**config.mk**
```make
export PLATFORM = sky130hd
export DESIGN_NAME = cu_cmd_issuer
export DESIGN_NICKNAME = d
export VERILOG_FILES = /design/src/rtl/cu_cmd_issuer.sv
export SDC_FILE = /design/constraint.sdc
export NUM_CORES = 1
export LEC_CHECK = 0
export BUFFER_PORTS_ARGS = -buffer_cell sky130_fd_sc_hd__buf_2
export CAP_MARGIN = 10
export CORE_MARGIN = 5
export CORE_UTILIZATION = 56
export CTS_BUF_LIST = sky130_fd_sc_hd__clkbuf_16
export DETAILED_ROUTE_END_ITERATION = 8
export PLACE_DENSITY = 0.91
export SLEW_MARGIN = 20
export SYNTH_ARGS = -nofsm -noshare
export SYNTH_HDL_FRONTEND = slang
export SYNTH_SLANG_ARGS = --single-unit
export TNS_END_PERCENT = 50
```
**constraint.sdc**
```tcl
create_clock -name clk -period 3.25 [get_ports clk]
set_input_delay 0.1625 -clock clk [delete_from_list [all_inputs] [get_ports clk]]
set_output_delay 0.1625 -clock clk [all_outputs]
set_load 0.01 [all_outputs]
```
**src/rtl/cu_cmd_issuer.sv**
```systemverilog
// Command issuer for the control-unit decode path: encodes a command into sel/ctl, strobes it
// with setup/hold cycles, waits for ack with a bounded timeout. Optional retry: CU_CMD_ISSUER_RETRY_EN.
module cu_cmd_issuer #(
    parameter int TIMEOUT = 15,
    parameter int RETRIES = 2
) (
    input  logic       clk,
    input  logic       rst_n,
    input  logic       req_valid,
    input  logic [2:0] req_op,
    input  logic [1:0] req_unit,
    output logic       req_ready,
    output logic [1:0] sel,
    output logic [4:0] ctl,
    output logic       cmd_stb,
    input  logic       ack,
    output logic       done,
    output logic       err,
    output logic [1:0] err_code
);

    localparam int              TW       = $clog2(TIMEOUT + 1);
    localparam logic [TW-1:0]   TMO_LAST = TW'(TIMEOUT - 1);
    localparam logic [1:0]      ERR_ILLEGAL = 2'd1;
    localparam logic [1:0]      ERR_TIMEOUT = 2'd2;
    localparam logic [2:0]      OP_NOP      = 3'd0;

    typedef enum logic [2:0] {
        S_IDLE,
        S_SETUP,
        S_STROBE,
        S_HOLD,
        S_REPORT
    } state_t;

    state_t        state_q, state_d;
    logic [1:0]    sel_q, sel_d;
    logic [4:0]    ctl_q, ctl_d;
    logic [TW-1:0] timer_q, timer_d;
    logic          res_err_q, res_err_d;
    logic [1:0]    err_code_q, err_code_d;

    logic          op_legal;
    logic [4:0]    op_ctl;

    // Opcode table: control field {c,d,e,f,o}; opcodes 5..7 are illegal.
    always_comb begin
        op_legal = 1'b1;
        op_ctl   = 5'b00000;
        case (req_op)
            3'd0:    op_ctl = 5'b00000;
            3'd1:    op_ctl = 5'b00010;
            3'd2:    op_ctl = 5'b10111;
            3'd3:    op_ctl = 5'b00100;
            3'd4:    op_ctl = 5'b01001;
            default: op_legal = 1'b0;
        endcase
    end

`ifdef CU_CMD_ISSUER_RETRY_EN
    localparam logic [2:0] RMAX = 3'(RETRIES);
    logic [2:0] retry_q, retry_d;
`else
    logic unused_retries;
    assign unused_retries = ^RETRIES;
`endif

    always_comb begin
        state_d    = state_q;
        sel_d      = sel_q;
        ctl_d      = ctl_q;
        timer_d    = timer_q;
        res_err_d  = res_err_q;
        err_code_d = err_code_q;
`ifdef CU_CMD_ISSUER_RETRY_EN
        retry_d    = retry_q;
`endif
        req_ready  = 1'b0;
        sel        = 2'b00;
        ctl        = 5'b00000;
        cmd_stb    = 1'b0;
        done       = 1'b0;
        err        = 1'b0;
        err_code   = 2'b00;

        case (state_q)
            S_IDLE: begin
                req_ready = 1'b1;
                if (req_valid) begin
                    sel_d      = req_unit;
                    timer_d    = '0;
                    res_err_d  = 1'b0;
                    err_code_d = 2'b00;
`ifdef CU_CMD_ISSUER_RETRY_EN
                    retry_d    = 3'd0;
`endif
                    if (!op_legal) begin
                        ctl_d      = 5'b00000;
                        res_err_d  = 1'b1;
                        err_code_d = ERR_ILLEGAL;
                        state_d    = S_REPORT;
                    end else if (req_op == OP_NOP) begin
                        ctl_d   = 5'b00000;
                        state_d = S_REPORT;
                    end else begin
                        ctl_d   = op_ctl;
                        state_d = S_SETUP;
                    end
                end
            end
            S_SETUP: begin
                sel     = sel_q;
                ctl     = ctl_q;
                timer_d = '0;
                state_d = S_STROBE;
            end
            S_STROBE: begin
                sel     = sel_q;
                ctl     = ctl_q;
                cmd_stb = 1'b1;
                timer_d = timer_q + TW'(1);
                // ack on the final strobe cycle still counts as success
                if (ack) begin
                    res_err_d = 1'b0;
                    state_d   = S_HOLD;
                end else if (timer_q == TMO_LAST) begin
`ifdef CU_CMD_ISSUER_RETRY_EN
                    if (retry_q < RMAX) begin
                        retry_d = retry_q + 3'd1;
                        state_d = S_SETUP;
                    end else begin
                        res_err_d  = 1'b1;
                        err_code_d = ERR_TIMEOUT;
                        state_d    = S_HOLD;
                    end
`else
                    res_err_d  = 1'b1;
                    err_code_d = ERR_TIMEOUT;
                    state_d    = S_HOLD;
`endif
                end
            end
            S_HOLD: begin
                sel     = sel_q;
                ctl     = ctl_q;
                state_d = S_REPORT;
            end
            S_REPORT: begin
                done     = !res_err_q;
                err      = res_err_q;
                err_code = res_err_q ? err_code_q : 2'b00;
                state_d  = S_IDLE;
            end
            default: state_d = S_IDLE;
        endcase
    end

    // Outputs decode from state, so an asynchronous reset drops the strobe at once.
    always_ff @(posedge clk or negedge rst_n) begin
        if (!rst_n) begin
            state_q    <= S_IDLE;
            sel_q      <= 2'b00;
            ctl_q      <= 5'b00000;
            timer_q    <= '0;
            res_err_q  <= 1'b0;
            err_code_q <= 2'b00;
        end else begin
            state_q    <= state_d;
            sel_q      <= sel_d;
            ctl_q      <= ctl_d;
            timer_q    <= timer_d;
            res_err_q  <= res_err_d;
            err_code_q <= err_code_d;
        end
    end

`ifdef CU_CMD_ISSUER_RETRY_EN
    always_ff @(posedge clk or negedge rst_n) begin
        if (!rst_n) begin
            retry_q <= 3'd0;
        end else begin
            retry_q <= retry_d;
        end
    end
`endif

endmodule

```
# Yosys cells after proc, flatten, opt, wreduce, memory -nomap -nowiden
# Cells that the tools add are included.
[classes] n_addsub=1 mul=0 div=0 magnitude_cmp=0 eq_ne=13 shift=0 n_mux=30 n_bitwise=0 reduce_logical=12
[ops] operator="$pmux W5 S4" n=1
[ops] operator="$mux W3" n=5
[ops] operator="$mux W5" n=3
[ops] operator="$eq A3 B2 Y1 const B" n=4
[ops] operator="$mux W2" n=6
[ops] operator="$pmux W3 S4" n=1
[ops] operator="$pmux W4 S3" n=1
[ops] operator="$mux W1" n=10
[ops] operator="$eq A3 B1 Y1 const B" n=2
[ops] operator="$eq A3 B3 Y1 const B" n=2
[ops] operator="$logic_not A3 Y1" n=2
[ops] operator="$ne A2 B2 Y1 const B" n=3
[ops] operator="$reduce_and A2 Y1" n=3
[ops] operator="$reduce_or A5 Y1" n=1
[ops] operator="$add A4 B1 Y4 const B" n=1
[ops] operator="$eq A4 B4 Y1 const B" n=1
[ops] operator="$mux W4" n=1
[ops] operator="$pmux W2 S2" n=1
[ops] operator="$reduce_and A4 Y1" n=1
[ops] operator="$ne A3 B3 Y1 const B" n=1
[ops] operator="$reduce_and A3 Y1" n=1
[ops] operator="$reduce_bool A3 Y1" n=1
[ops] operator="$reduce_or A3 Y1" n=1
[ops] operator="$pmux W1 S2" n=1
[ops] operator="2 further kinds" n=2
[totals] ff_bits=17 latch_bits=0 ramBits=0 rom_bits=0 input_bits=9 output_inout_bits=13 word_cells=62 mem_count=0

# Longest topological paths before layout
# Gate-level depths: netlist (run 1).
[depth] depth_word=6 depth_mapped=6

# Least setup slack after synthesis (run 1)
# OpenSTA, ideal clock, no wires.
[synth_timing] path_type="register -> register" startpoint="register state_q[0]" endpoint="register err_code_q[1]" arrival_ns=1.432 required_time_ns=3.132 path_slack_ns=1.700 path_stages_with_launch=6 path_buffers=3 path_cell_list="dfrtp_1 buf_6 or4b_4 buf_6 buf_6 a21o_1"
[synth_via] elab_chain_cells=3 elab_cells_between_ends=8 classes_between="eq/ne (4); mux (1); reduce/logical (3)"
[synth_lines] element="start: declaration" line_no="36" source="state_t state_q, state_d;"
[synth_lines] element="start signal: assignment" line_no="168" source="state_q <= state_d;"
[synth_lines] element="$eq A3 B2 Y1 / $logic_not A3 Y1 (equally long branches)" line_no="86" source="case (state_q)"
[synth_lines] element="$ne A2 B2 Y1 (no source line) / $reduce_bool A2 Y1 (equally long branches)"
[synth_lines] element="$reduce_and A4 Y1 (no source line)"
[synth_lines] element="end signal: assignment" line_no="173" source="err_code_q <= err_code_d;"
[synth_lines] element="end: declaration" line_no="41" source="logic [1:0] err_code_q, err_code_d;"
# Several ways; a longest one is shown, not always the timed one.
# A chain may end at the register's enable or synchronous reset.

# Worst setup path after layout (run 1)
[layout_timing] startpoint="register state_q[1]" endpoint="output port cmd_stb"
[layout_via] elab_chain_cells=2
[layout_lines] element="$eq A3 B2 Y1" line_no="86"
[layout_lines] element="$mux W1" line_no="86"
[layout_lines] element="end: declaration" line_no="15" source="output logic cmd_stb,"
# Every way passes these cells.

==> results.md, run 1 <==
- Core Box Area: 0.00173 sq mm
- Seq/Total Area, Yosys: 42.0%
- Post-Synthesis Cell Area: 0.00101 sq mm
- Worst Skew: 0.00278 ns
- Slowest CP cell: dfrtp_1
- Tmin final: 1.86 ns
- Drc violations: 0
- EDFF count, synth: 0
- Final worst-path setup slack: 1.39 ns
- CP Capture Type: output port
- Die Span Y: 52.5 microns
- Max-cap violations: 0
- Max-Slew Margin vs Limit: 62.6%
- Crit-path max FO: 20
- Post-synth top area cell: dfrtp_1
- WP data arrival: 1.70 ns
- Pwr/cell area: 895 mW/mm^2
- FF+latch count, synth: 17
- Final number of hold-violating endpoints: 0
- Required time of the critical path: 3.09 ns
- GR Overflow Total: 0
- Outcome: complete, no violations
- Share of cells above drive strength 1: 25.6%
- Post-synthesis average cell area: 9.56 sq um
- Via count: 838
- Worst vdd ir: 0.616 mV
- Hold Crit Class: primary input to flop
- Async SR Flop Fraction: 100%
- P&R area growth vs syn: 17.4%
- FP Rows: 15
- Top FF cell, synth: dfrtp_1
- Initial Util: 58.7%
- Per-cell routed wire length: 14.5 microns
- Global-route wire length before repair: 3750 microns
- Htree depth: 1
- CTS sink count: 17
- Final Cycle Share: 57.3%
- RSZ-0062 raised after global routing: no
- I/O pin count: 22
- Upper clock frequency limit: 537 MHz
- Clock-pin slew on the worst setup and hold paths: 0.05 ns
- Util after Layout: 68.9%
- Layout net count: 137
- Deepest clock path buffer count: 2
- DIE WIDTH: 52.5 microns
- Port Buffers: 21
- CTS tree: yes
- Critical path class: flop to output port
- Synth warn: 0
- First drt pass iteration count: 4
- Synth cell types: 39
- Least-Margin Pin Slew: 0.561 ns
- Lkg Pwr: 0.573 nW
- Setup Total Neg Slack: 0 ns
- CP max stage delay: 0.69 ns
- Via density per instance: 5.59
- First DRT Iteration DRCs: 10
- Initial antenna violation count: 0
- Post-layout power: 1.06 mW
- CP Cell Sequence: or3b_2 -> inv_2 -> buf_2
- Area contributors post-synth: dfrtp_1 (42%), and2_1 (6.2%), nand2_1 (3.3%)
- Max Slew Vio Count: 0
- Mapped Cells: 106
- Total Wirelength: 2180 microns
- Skew-Pair Late Insertion Delay: 0.25 ns
- Min Hold Slack: 0.140 ns
- Top cell type's share of synthesized area: 42.0%
- Startpoint Class: flop
- CTS buffer count: 3
- Die ar.: 0.00276 sq mm
- Via count of the first global-routing pass: 836
- Setup violations, final: 0
- Placer congestion estimate: 0.860
- Antenna diodes: 0
- GRT Total Usage: 18.9%
- Root Buffer: clkbuf_16
- Post-CTS resize count: 0
- Dpl ws: 1.51 ns
- Detailed Place HPWL: 1540 microns
- Final ANT Viol Nets: 0
- Largest net degree at the start of global routing: 21
- Post-Syn Nets: 117
worst paths after layout:
kind / endpoint / slack (ns) / cells past startpoint / start
worst max-delay path: cmd_stb / 1.39 / 3 / state_q[1]$_DFFE_PN0P_
worst min-delay path: sel_q[1]$_DFFE_PN0P_ / 0.14 / 2 / req_unit[1]
worst max register to register: sel_q[0]$_DFFE_PN0P_ / 1.49 / 2 / state_q[1]$_DFFE_PN0P_
worst min register to register: ctl_q[0]$_DFFE_PN0P_ / 0.47 / 2 / ctl_q[0]$_DFFE_PN0P_
max in group asynchronous: res_err_q$_DFFE_PN0P_ / 2.60 / 2 / rst_n
min in group asynchronous: ctl_q[1]$_DFFE_PN0P_ / 0.37 / 2 / rst_n
layer usage:
metal	part of all wire (%)	global-route usage, %	vias up	routed length [microns]
li1	-	-	414	-
met1	43	22.4	397	942
met2	50	31.4	21	1090
met3	3.8	3.99	6	82
met4	2.6	10.6	0	57
met5	0	0	-	0
logic make-up after synthesis:
group           Yosys count  share of synthesized area (%)
compound gates           29                           20.5
xor+xnor                  3                           2.59
fa+ha+maj                 2                           2.47
buf+inv                  11                           6.42
flops                    17                           42.0
mux                       2                           2.96
simple gates             42                           23.1
cell type report:
cell class | count | area [sq um]
clock inverter | 1 | 5.00
multi-input combinational | 78 | 523
sequential | 17 | 425
fill | 145 | 537
inverter | 4 | 15.0
tap | 25 | 31.3
timing repair buffer | 22 | 115
clock buffer | 3 | 75.1
power breakdown:
group	leakage (nW)	internal [mW]	total [mW]	switching, mW
Combinational	0.311	0.198	0.419	0.221
Sequential	0.221	0.289	0.399	0.110
Clock	0.0409	0.165	0.247	0.0824
Total	0.573	0.651	1.06	0.413
repair_timing:
item | CTS | global route
hold endpoints to repair | 17 | 0
setup buffers | 0 | 0
setup endpoints to repair | 0 | 0
hold buffers | 1 | 0
registers in the layout (all words and copies together) (netlist names):
register    flops
ctl_q           5
err_code_q      2
sel_q           2
res_err_q       1
state_q         3
timer_q         4
cell usage after synthesis (2+ instances only):
master / n
o21bai_1: 2
o21ai_0: 4
and3_1: 2
xnor2_1: 3
nand2b_1: 2
and2_1: 10
ha_1: 2
dfrtp_1: 17
nor2_1: 7
o21ai_1: 2
mux2_4: 2
o31ai_1: 3
buf_6: 3
a21oi_1: 4
inv_1: 3
a22oi_1: 2
a21o_1: 2
clkbuf_1: 2
nor3b_1: 2
nand2_1: 9
nor3_1: 3
a31oi_1: 3
cells in the final DEF (no fill, tap or decap), types with 2 or more instances in the layout:
master and count:
buf_2 21, dfrtp_1 17, and2_1 10, nand2_1 9, nor2_1 7, o21ai_0 4, a21oi_1 4, nor3_1 3
inv_1 3, o31ai_1 3, a31oi_1 3, xnor2_1 3, clkbuf_16 3, and3_1 2, nand2b_1 2, o21ai_1 2
a22oi_1 2, a21o_1 2, nor3b_1 2, o21bai_1 2, mux2_4 2, ha_1 2
critical path, delay by kind of cell (launching register included):
family        cells  cell delay, ns
flops             1            0.69
simple gates      1            0.54
buf+inv           2            0.23
metrics by stage:
| step | std cells | area (sq um) |
|---|---|---|
| floorplan | 106 | 1010 |
| global placement | 145 | 1100 |
| detailed placement | 145 | 1100 |
| CTS | 150 | 1190 |
| global route | 150 | 1190 |
| finish | 150 | 1190 |
Power figures use the tool's default switching activity.
==> run 2: changes to the inputs <==
Settings changed: CORE_UTILIZATION 56 to 52, PLACE_DENSITY 0.91 to 0.86.
Clock period 3.25 ns to 1.9 ns, I/O delays scaled along.
==> results.md, run 2 (synthesized netlist as in run 1, its figures left out) <==
- Outcome: complete, no violations (unchanged)
- Placer congestion estimate: 0.783 (was 0.860)
- Final number of hold-violating endpoints: 0 (unchanged)
- RSZ-0062 raised after global routing: no (unchanged)
- Share of cells above drive strength 1: 27.1% (was 25.6%)
- Required time of the critical path: 1.80 ns (was 3.09 ns)
- Placed inst area: 0.00113 sq mm (was 0.00110 sq mm)
- Max-cap violations: 0 (unchanged)
- Initial antenna violation count: 0 (unchanged)
- Worst Skew: 0.00218 ns (was 0.00278 ns)
- FP Rows: 16 (was 15)
- Global-route wire length before repair: 3720 microns (was 3750 microns)
- Startpoint Class: flop (unchanged)
- Layout net count: 141 (was 137)
- CTS buffer count: 3 (unchanged)
- Most flop-heavy register: ctl_q (unchanged)
- Cell total after placement: 151 (was 145)
- WP data arrival: 1.54 ns (was 1.70 ns)
- Final Cell Area: 0.00122 sq mm (was 0.00119 sq mm)
- Max Slew Vio Count: 0 (unchanged)
- Antenna diodes: 0 (unchanged)
- Die Span Y: 54.1 microns (was 52.5 microns)
- Port Buffers: 21 (unchanged)
- Core Box Area: 0.00190 sq mm (was 0.00173 sq mm)
- CTS sink count: 17 (unchanged)
- Most frequent cells in the layout: buf_2 (21), dfrtp_1 (17), and2_1 (10) (unchanged)
- Final ANT Viol Nets: 0 (unchanged)
- Dpl ws: 0.305 ns (was 1.51 ns)
- Post-CTS resize count: 0 (unchanged)
- Final Cycle Share: 86.3%
- Crit-path max FO: 10 (was 20)
- Final worst-path setup slack: 0.261 ns (was 1.39 ns)
- R2r setup slk: 0.31 ns (was 1.49 ns)
- DIE WIDTH: 54.1 microns (was 52.5 microns)
- GRT Total Usage: 18.3% (was 18.9%)
- Top Registers: ctl_q: 5 flops, timer_q: 4 flops, state_q: 3 flops (unchanged)
- Tmin final: 1.64 ns
- Root Buffer: clkbuf_16 (unchanged)
- Per-cell routed wire length: 14.4 microns (was 14.5 microns)
- Clock-pin slew on the worst setup and hold paths: 0.05 ns (about the same)
- Switch share: 38.2% (was 38.8%)
- Deepest clock path buffer count: 2 (unchanged)
- Drc violations: 0 (unchanged)
- Via count of the first global-routing pass: 824 (was 836)
- CP Capture Type: output port (unchanged)
- Setup Total Neg Slack: 0 ns (unchanged)
- Max FFs per register: 5 (unchanged)
- Post-CTS Setup Bufs: 0 (unchanged)
- Post-layout power: 1.87 mW (was 1.06 mW)
- Worst vdd ir: 0.911 mV (was 0.616 mV)
- Total Wirelength: 2250 microns (was 2180 microns)
- Pwr/cell area: 1530 mW/mm^2 (was 895 mW/mm^2)
- P&R area growth vs syn: 20.5% (was 17.4%)
- Die ar.: 0.00293 sq mm (was 0.00276 sq mm)
- GR Overflow Total: 0 (unchanged)
- Clock network power share: 22.2% (was 23.2%)
- Switching pwr: 0.715 mW (was 0.413 mW)
- Logic pwr share: 46.2% (was 39.4%)
- Upper clock frequency limit: 610 MHz
- Non-filler cells, final: 156 (was 150)
- Number of fill cells: 160 (was 145)
- CTS tree: yes (unchanged)
- P_int: 1.16 mW (was 0.651 mW)
- Most common library cell in the layout ignoring fill and taps: buf_2 (unchanged)
- Initial Util: 53.3% (was 58.7%)
- Max-Slew Margin vs Limit: 65.9% (was 62.6%)
- Setup violations, final: 0 (unchanged)
- Least-Margin Pin Slew: 0.507 ns (was 0.561 ns)
- Hold Crit Class: primary input to flop (unchanged)
- Via count: 864 (was 838)
- First DRT Iteration DRCs: 10 (unchanged)
- Via density per instance: 5.54 (was 5.59)
- First drt pass iteration count: 4 (unchanged)
- Lkg Pwr: 0.595 nW (was 0.573 nW)
- Detailed Place HPWL: 1640 microns (was 1540 microns)
- I/O pin count: 22 (unchanged)
- Largest net degree at the start of global routing: 18 (was 21)
- Skew-Pair Late Insertion Delay: 0.25 ns (about the same)
- Sequential power share: 31.7% (was 37.4%)
- Critical path class: flop to output port (unchanged)
- Htree depth: 1 (unchanged)
[run 2: changes by cell type in the layout (fill, tap and decap cells not counted)]
cell      change
inv_1         +1
buf_4         +4
clkinv_2      -1
[run 2: area by class of cell]
type	count	area (sq um)	area share [%]
multi-input cells	78	523	42.8
flip-flops and latches	17	425	34.8
repair buffers	26	145	11.9
clock buffers	3	75.1	6.15
well taps	27	33.8	2.77
inverters	4	15.0	1.23
clock inverters	1	3.75	0.307
[run 2: what timing repair did]
| item | CTS | global route |
|---|---|---|
| setup endpoints to repair | 0 | 0 |
| hold endpoints to repair | 17 | 0 |
| hold buffers | 1 | 0 |
[run 2: final timing paths]
check                                  startpoint                        end  cells after the start
max                        state_q[0]$_DFFE_PN0P_                    cmd_stb                      4
min                                   req_unit[1]       sel_q[1]$_DFFE_PN0P_                      2
max reg2reg                state_q[0]$_DFFE_PN0P_  err_code_q[0]$_DFFE_PN0P_                      4
min reg2reg                  ctl_q[3]$_DFFE_PN0P_       ctl_q[3]$_DFFE_PN0P_                      2
max in group asynchronous                   rst_n       sel_q[0]$_DFFE_PN0P_                      2
min in group asynchronous                   rst_n     timer_q[3]$_DFFE_PN0P_                      2
[run 2: per-layer routing]
metal  track usage, %  share of wire (%)  vias to the layer above
li1                 -                  -                      428
met1             21.5                 44                      403
met2             29.7                 47                       29
met3             6.09                7.2                        4
met4             8.71                1.8                        0
met5                0                  0                        -
[run 2: worst max-delay path, stage by stage, from the launching register on]
cell and delay (ns):
dfrtp_1 0.39, buf_4 0.17, or3b_2 0.50, inv_2 0.10
buf_2 0.13
[run 2: stage by stage]
| step | utilization, % | hold slack [ns] |
|---|---|---|
| 2_1_floorplan | - | -0.201 |
| 3_3_place_gp | 59.5 | 0.0331 |
| 3_5_place_dp | 59.5 | 0.0481 |
| 4_1_cts | 64.2 | 0.0714 |
| 5_1_grt | 64.2 | 0.0807 |
| 6_report | 64.2 | 0.0747 |
[run 2: power groups by stage]
stage	Clock, mW	Combinational [mW]	Sequential [mW]
after floorplan	0	0.670	0.563
after global routing	0.442	0.969	0.609
after global placement	0	0.834	0.588
final	0.415	0.865	0.594
after detailed placement	0	0.866	0.598
after CTS	0.430	0.872	0.594
